[config.mk]
export PLATFORM = sky130hd
export DESIGN_NAME = ser_par_ch_pp
export DESIGN_NICKNAME = d
export VERILOG_FILES = /design/src/rtl/rx_sd_pkg.sv /design/src/rtl/ser_par_bank.sv /design/src/rtl/ser_par_ch_pp.sv
export SDC_FILE = /design/constraint.sdc
export NUM_CORES = 2
export LEC_CHECK = 0
export CORE_MARGIN = 4
export CORE_UTILIZATION = 63
export CTS_CLUSTER_SIZE = 12
export DETAILED_ROUTE_END_ITERATION = 10
export PLACE_DENSITY_LB_ADDON = 0.08
export SYNTH_ARGS = -nofsm -noshare
export SYNTH_HDL_FRONTEND = slang
export SYNTH_HIERARCHICAL = 1
export SYNTH_SLANG_ARGS = --single-unit
[constraint.sdc]
create_clock -name clk -period 5.7 [get_ports clk]
set_input_delay 1.14 -clock clk [delete_from_list [all_inputs] [get_ports clk]]
set_output_delay 1.14 -clock clk [all_outputs]
set_load 0.02 [all_outputs]
[src/rtl/rx_sd_pkg.sv]
// Shared RX SD chain definitions: default sizes, complex sample packing and the bank selector type.
package rx_sd_pkg;

    localparam int DATA_WIDTH_DEF = 16;
    localparam int DEPTH_DEF      = 13;

    typedef enum logic {
        BANK0 = 1'b0,
        BANK1 = 1'b1
    } bank_t;

    // Complex samples are packed as {I, Q} with I in the upper half.
    function automatic logic [2*DATA_WIDTH_DEF-1:0] cplx_pack(
        input logic signed [DATA_WIDTH_DEF-1:0] re,
        input logic signed [DATA_WIDTH_DEF-1:0] im
    );
        return {re, im};
    endfunction

    function automatic logic signed [DATA_WIDTH_DEF-1:0] cplx_re(
        input logic [2*DATA_WIDTH_DEF-1:0] s
    );
        return s[2*DATA_WIDTH_DEF-1:DATA_WIDTH_DEF];
    endfunction

    function automatic logic signed [DATA_WIDTH_DEF-1:0] cplx_im(
        input logic [2*DATA_WIDTH_DEF-1:0] s
    );
        return s[DATA_WIDTH_DEF-1:0];
    endfunction

    function automatic bank_t bank_flip(input bank_t b);
        return (b == BANK0) ? BANK1 : BANK0;
    endfunction

endpackage

[src/rtl/ser_par_bank.sv]
// One storage bank of the ping-pong collector: indexed sample write, parallel read, synchronous clear.
module ser_par_bank #(
    parameter  int CPLX_WIDTH = 32,
    parameter  int DEPTH      = 13,
    localparam int IDX_W      = $clog2(DEPTH)
) (
    input  logic                             clk,
    input  logic                             clear,
    input  logic                             we,
    input  logic [IDX_W-1:0]                 idx,
    input  logic [CPLX_WIDTH-1:0]            data,
    output logic [DEPTH-1:0][CPLX_WIDTH-1:0] samples
);

    always_ff @(posedge clk) begin
        if (clear) begin
            samples <= '0;
        end else if (we) begin
            samples[idx] <= data;
        end
    end

endmodule

[src/rtl/ser_par_ch_pp.sv]
// Ping-pong serial-to-parallel collector: fills one bank with DEPTH complex samples while the
// equalizer holds the other, with valid/ready flow control, SOF resync and short-frame error pulses.
module ser_par_ch_pp
    import rx_sd_pkg::*;
#(
    parameter  int DATA_WIDTH = DATA_WIDTH_DEF,
    parameter  int DEPTH      = DEPTH_DEF,
    localparam int CPLX_WIDTH = 2 * DATA_WIDTH
) (
    input  logic                             clk,
    input  logic                             i_rst,
    input  logic                             i_valid,
    output logic                             o_ready,
    input  logic                             i_sof,
    input  logic [CPLX_WIDTH-1:0]            i_data,
    output logic [DEPTH-1:0][CPLX_WIDTH-1:0] o_data,
    output logic                             o_valid,
    input  logic                             i_ack,
    output logic                             o_done_equ,
    output logic                             o_err_short
);

    localparam int               IDX_W    = $clog2(DEPTH);
    localparam logic [IDX_W-1:0] LAST_IDX = IDX_W'(DEPTH - 1);

    logic [IDX_W-1:0]                 wr_idx;
    logic [IDX_W-1:0]                 wr_addr;
    bank_t                            wr_bank;
    bank_t                            rd_bank;
    logic [1:0]                       full;
    logic [1:0]                       full_next;
    logic                             accept;
    logic                             complete;
    logic                             release_rd;
    logic [DEPTH-1:0][CPLX_WIDTH-1:0] bank0_samples;
    logic [DEPTH-1:0][CPLX_WIDTH-1:0] bank1_samples;
    logic [DEPTH-1:0][CPLX_WIDTH-1:0] held;

    assign o_ready    = !full[wr_bank] && !i_rst;
    assign accept     = i_valid && o_ready;
    assign complete   = accept && !i_sof && (wr_idx == LAST_IDX);
    assign release_rd = i_ack && full[rd_bank];
    assign wr_addr    = i_sof ? '0 : wr_idx;
    assign o_valid    = full[rd_bank];

    // Completion and release always hit different banks, so both updates apply.
    always_comb begin
        full_next = full;
        if (complete) full_next[wr_bank] = 1'b1;
        if (release_rd) full_next[rd_bank] = 1'b0;
    end

    always_ff @(posedge clk) begin
        if (i_rst) begin
            wr_idx      <= '0;
            wr_bank     <= BANK0;
            rd_bank     <= BANK0;
            full        <= '0;
            o_done_equ  <= 1'b0;
            o_err_short <= 1'b0;
        end else begin
            full        <= full_next;
            o_done_equ  <= complete;
            o_err_short <= accept && i_sof && (wr_idx != '0);
            if (accept) begin
                if (i_sof) begin
                    wr_idx <= IDX_W'(1);
                end else if (complete) begin
                    wr_idx  <= '0;
                    wr_bank <= bank_flip(wr_bank);
                end else begin
                    wr_idx <= wr_idx + IDX_W'(1);
                end
            end
            if (release_rd) rd_bank <= bank_flip(rd_bank);
        end
    end

    ser_par_bank #(.CPLX_WIDTH(CPLX_WIDTH), .DEPTH(DEPTH)) u_bank0 (
        .clk     (clk),
        .clear   (i_rst),
        .we      (accept && (wr_bank == BANK0)),
        .idx     (wr_addr),
        .data    (i_data),
        .samples (bank0_samples)
    );

    ser_par_bank #(.CPLX_WIDTH(CPLX_WIDTH), .DEPTH(DEPTH)) u_bank1 (
        .clk     (clk),
        .clear   (i_rst),
        .we      (accept && (wr_bank == BANK1)),
        .idx     (wr_addr),
        .data    (i_data),
        .samples (bank1_samples)
    );

    // Without a full read bank the output freezes on whatever was last presented.
    always_comb begin
        o_data = held;
        if (o_valid) o_data = (rd_bank == BANK0) ? bank0_samples : bank1_samples;
    end

    always_ff @(posedge clk) begin
        if (i_rst) held <= '0;
        else       held <= o_data;
    end

endmodule

* After elaboration in Yosys (flattened, before gate mapping)
Cells that the tools add are included.
** Storage, ports and cells
- Logic and storage cells :: 96
- Bits in registers :: 1258
- Output and inout port bits :: 420
- Bits of input ports :: 37
** Operators by class
- Bitwise gates (word level) :: 5
- Equality and inequality tests :: 1
- Reduce and logical (&&, ||, !) cells :: 17
- Magnitude comparators :: 6
- $add $sub $neg :: 1
- Muxes and demuxes :: 21
** Operators with widths (number)
- 416-bit bitwise mux :: 2
- 416-bit 2-to-1 mux :: 2
- 32-bit demux with 4-bit select :: 1
- 32-bit 2-to-1 mux :: 1
- 1-bit logical AND :: 12
- 4-bit 2-to-1 mux :: 3
- 1-bit 2-to-1 mux :: 8
- 4-bit by 5-bit < comparator with 1-bit output, second input constant :: 1
- 4-bit by 1-bit adder with 4-bit output, second input constant :: 1
- 4-bit equality test, second input constant :: 1
- 4-bit by 1-bit >= comparator with 1-bit output, second input constant :: 1
- 1-bit by 2-bit < comparator with 1-bit output, second input constant :: 2
- 2-bit 2-to-1 mux :: 2
- 4-bit nonzero test :: 1
- 1-bit zero test :: 3
- 3-bit AND reduction :: 1
- 2-bit AND :: 1
- 1-bit demux with 1-bit select :: 2
- 1-bit >= comparator, second input constant :: 2
- 1-bit NOT :: 2
- 2-bit NOT :: 1
- 2-bit bitwise OR :: 1

* Logic depth before layout (Yosys ltp)
- Word-level depth :: 10
- Mapped depth :: 11

* Hierarchy
The synthesis kept the hierarchy.
** By module, submodules not included
- ser_par_bank :: cells each 1426, area an instance 16104.2 µm², times used 2
- ser_par_ch_pp :: cells each 2881, area an instance 25488.2 µm², times used 1

* Worst setup path after synthesis
OpenSTA, ideal clock, no wires.
- Kind :: input to output
- Start :: in i_rst
- End :: out o_ready
- Data arrival time :: 1.852 ns
- Required time :: 4.560 ns
- Path buffers :: 2
- Cell stages on the path :: 3
- Slack :: 2.708 ns
- Path through :: clkbuf_1 > clkbuf_1 > nor2_1
** Between the ends
- Cells in the longest elaborated chain, start to end :: 2
** RTL lines
- from (decl) :: line ser_par_ch_pp.sv:11 : input logic i_rst,
- 1-bit zero test :: line ser_par_ch_pp.sv:39 : assign o_ready = !full[wr_bank] && !i_rst;
- 1-bit logical AND :: line ser_par_ch_pp.sv:39
- to (decl) :: line ser_par_ch_pp.sv:13 : output logic o_ready,
No other way between the ends.

==> impl_summary.txt <==
----------------------------------------------------
[Run status]
  Result of the run ... finished clean

[Pwr]
  LEAKAGE ... between 20 and 30 nW
  Power per cell area ... ~270 mW/mm2
  Max IR drop VDD ... 0.264 mV
  Switching Power ... approximately 4.1 mW
  Proportion of power drawn by flip-flops and latches ... 0.495
  Internal Power ... 13.8 mW
  Fraction of power spent switching nets ... 0.228
  Clock network power share ... 0.467
  Gate power share ... 0.039

[Timing]
  Sum Neg Setup Slack ... 0 ns
  Unrepaired setup endpoints after global routing ... false
  Final slew viol count ... 0
  Setup clock skew after layout ... about 0.026 ns
  Relative slew slack ... 0.211
  Setup Viol. Count Final ... 0
  Achievable Freq ... around 0.21 GHz
  Transition time of the tightest slew-check pin ... between 1 and 1.5 ns
  Final min period ... between 4 and 5 ns
  Final Hold Viols ... 0
  Crit share post-route ... 0.835

[Synthesis]
  Most used standard cell by instance count after synthesis ... sky130_fd_sc_hd__dfxtp_1
  Average cell area after synthesis ... approximately 10 um2
  Leading post-synthesis cells by instance count ... sky130_fd_sc_hd__dfxtp_1 (1,258), sky130_fd_sc_hd__mux2i_1 (1,248), sky130_fd_sc_hd__nand2b_1 (898)
  Share of the yosys chip area belonging to registers ... 0.436
  Combinational family with the most area after synthesis ... multiplexers
  Area share of the largest cell type after synthesis ... 0.436
  Proportion of synthesized area in mux cells ... 0.218
  Async set-reset flop share out of synthesis ... 0
  Cell variety after synth ... 41
  Post-synthesis share of cell area spent on full adders, half adders and majority gates ... 0.000434
  Leading register cell type out of synthesis ... sky130_fd_sc_hd__dfxtp_1
  Post-Syn Nets ... ~5.8k
  Post-Synth Simple-Gate Area ... 0.152
  Count of warnings emitted by yosys ... 6
  Total standard cell area after synthesis ... a little under 0.06 mm2
  Number of standard cells after synthesis ... approximately 5.7k
  Number of enable-type register cells in the synthesized netlist ... 0
  Flip-flop and latch count after synthesis ... ~1.3k
  Leading post-synthesis cells by cell area ... sky130_fd_sc_hd__dfxtp_1 (44%), sky130_fd_sc_hd__mux2i_1 (22%), sky130_fd_sc_hd__a211oi_1 (11%)
  Share of the synthesized netlist area taken by xor and xnor gates ... 0
  Largest area contributor in the synthesized netlist ... sky130_fd_sc_hd__dfxtp_1
  Share of the synthesized area in compound gates (AO/OA/AOI/OAI) ... 0.146

[Detailed routing]
  DRT Pass-1 Iters ... 6
  DRC Markers ... 0
  Total number of vias ... ~45k
  WL met2 ... 82,200 um
  Final routed wire length divided by cell count ... between 20 and 30 um
  Detail Route met3 WL ... around 16,000 um
  Remaining antenna violation count ... 0
  1st-iter DRT viols ... 5,067
  Highest routed metal layer ... met4
  Vias per std cell ... approximately 6.3
  Sum of routed wire length over all layers ... 185,000 um
  Metal1 wirelength ... 75,500 um

[Placement]
  Quantity of I/O buffers inserted on ports ... approximately 460
  Gp weighted congestion ... between 0.8 and 0.9
  Post-detailed-placement half-perimeter wirelength ... about 110,000 um

[Setup path]
  Reg-to-reg critical path startpoint ... full[0]
  CP Class ... flop to primary output
  Worst reg2reg endpoint ... u_bank0/samples[111]
  Nature of the critical path startpoint ... flop
  Crit-path cells ... buf_12 > a211oi_1 > a21oi_1 > clkdlybuf4s50_1
  Reg2Reg Setup Slack ... about 2.5 ns
  Data required time at the worst endpoint ... 4.56 ns
  Crit-path max FO ... 99
  Worst reg-to-reg path cell count ... 7
  CP max stage delay ... just over 1 ns
  Worst Setup End Kind ... primary output
  Critical-path top delay cell ... sky130_fd_sc_hd__dfxtp_4
  Data arrival time of the critical path ... around 3.6 ns

[Global routing]
  Largest net degree at the start of global routing ... 236
  Total routing usage reported by global routing ... 0.365
  Remaining global-route overflow ... 0
  First-pass GRT wire length ... 271,000 um
  Antenna violations before repair ... 15
  Number of global-route vias before repair ... between 40k and 50k

[Clock network]
  Number of buffers inserted to repair setup after CTS ... 0
  CTS Root Buffer Type ... sky130_fd_sc_hd__clkbuf_16
  Total CTS buffers ... 134
  Clk sink count ... approximately 1.3k
  Post-CTS resize count ... 0
  Hold Buf Count CTS ... 0
  TritonCTS clock tree ... yes
  Count of H-tree levels built during CTS ... 4
  Clk_lat worst skew ... about 0.74 ns
  CTS clock-pin slew for the worst setup and hold paths ... approximately 0.06 ns
  Maximum count of clock buffers along a single path ... 3

[Floorplan]
  Overall die width ... roughly 310 um
  Number of rows created at floorplan ... between 100 and 150
  I/O pin count ... ~460
  Die Height ... between 300 and 400 um
  Initial standard-cell utilization of the core ... 0.638
  Core footprint ... approximately 0.09 mm2
  Die footprint ... approximately 0.096 mm2

[Final layout]
  Fraction of final layout cells sized beyond drive strength 1 ... 0.0608
  Total Nets Final ... slightly below 6k
  Area added between synthesis and finish ... 15.5%
  Final core utilization ... 0.737

[Hold path]
  Cells on Worst Hold Path ... 2
  End point of the worst hold path ... u_bank0/samples[3]
  Startpoint of the tightest hold check path ... u_bank0/samples[3]
  Worst hold-check path type ... flop to flop

[Job]
  Max_cap viols ... 0

----------------------------------------------------
-- cell type report --
cell class	instances	area [um2]
multi-input combinational	3893	29800
sequential	1258	25200
fill	6607	23800
timing repair buffer	598	6020
clock buffer	194	3880
tap	1176	1470
clock inverter	23	211
inverter	5	18.8
antenna	1	2.50
-- metrics by stage --
stage	instance area [um2]	std cells	total power, mW	setup slack [ns]	hold WS, ns
after floorplan	57700	5733	9.33	2.71	0.448
after global placement	62500	6930	9.67	1.55	0.458
after detailed placement	62500	6930	9.67	1.51	0.463
after CTS	66600	7147	17.8	0.965	0.474
after global routing	66600	7147	18.2	0.774	0.488
final	66600	7148	17.8	0.943	0.473
-- worst max-delay path: cells and delay by family, from the launching register on --
kind                   cells  cell delay [ns]
buffers and inverters      2             1.17
AOI/OAI and AO/OA          2             0.67
DFF                        1             1.03
-- routing by layer --
layer / vias to the layer above / GRT usage
met5: - / 0
met2: 1820 / 0.565
met1: 22000 / 0.488
met4: 0 / 0.201
li1: 20700 / -
met3: 445 / 0.0612
-- kinds of logic (layout without fill, tap and decap cells) --
group / count (synthesis) / after routing
flops: 1258 / 1258
simple gates: 1377 / 1377
mux: 1252 / 1252
buf+inv: 582 / 820
compound gates: 1262 / 1262
fa+ha+maj: 2 / 2
other cells: 0 / 1
-- layout by cell type (no fill, tap or decap), types with 4 or more instances in the layout --
cell type and count:
sky130_fd_sc_hd__buf_4 111, sky130_fd_sc_hd__clkinv_8 5, sky130_fd_sc_hd__nand3_2 6, sky130_fd_sc_hd__mux2i_1 1248, sky130_fd_sc_hd__nand2b_1 898, sky130_fd_sc_hd__nor2_1 6, sky130_fd_sc_hd__and2_1 4, sky130_fd_sc_hd__clkdlybuf4s50_1 455
sky130_fd_sc_hd__a21oi_1 418, sky130_fd_sc_hd__a211oi_1 833, sky130_fd_sc_hd__clkbuf_1 34, sky130_fd_sc_hd__inv_1 5, sky130_fd_sc_hd__inv_6 4, sky130_fd_sc_hd__nor2b_1 333, sky130_fd_sc_hd__dfxtp_1 1255, sky130_fd_sc_hd__nand2_2 16
sky130_fd_sc_hd__clkinv_2 13, sky130_fd_sc_hd__clkbuf_16 138, sky130_fd_sc_hd__buf_12 31, sky130_fd_sc_hd__and3b_1 4, sky130_fd_sc_hd__clkbuf_8 22, sky130_fd_sc_hd__and2b_1 92
-- flip-flops by register name, indices dropped and copies added (netlist names) --
name             flops
full                 2
held               416
o_done_equ           1
o_err_short          1
rd_bank              1
u_bank0/samples    416
u_bank1/samples    416
wr_bank              1
wr_idx               4
-- worst max path at each step --
stage / start / end / slack (ns) / depth (start not counted)
2_1_floorplan: i_rst / o_ready / 2.71 / 3
3_3_place_gp: i_sof / u_bank0/samples[352] / 1.55 / 6
3_5_place_dp: i_sof / u_bank0/samples[409] / 1.51 / 5
4_1_cts: full[0] / o_data[309] / 0.97 / 5
5_1_grt: full[0] / o_data[388] / 0.77 / 4
6_report: full[0] / o_data[387] / 0.94 / 4
-- power by group through the flow --
stage	registers, mW	clock network [mW]	logic, mW
detailed placement	9.01	0	0.660
finish	8.82	8.32	0.689
floorplan	9.01	0	0.317
CTS	8.82	8.36	0.663
global route	8.81	8.71	0.680
global placement	9.01	0	0.662
Power figures use the tool's default switching activity.
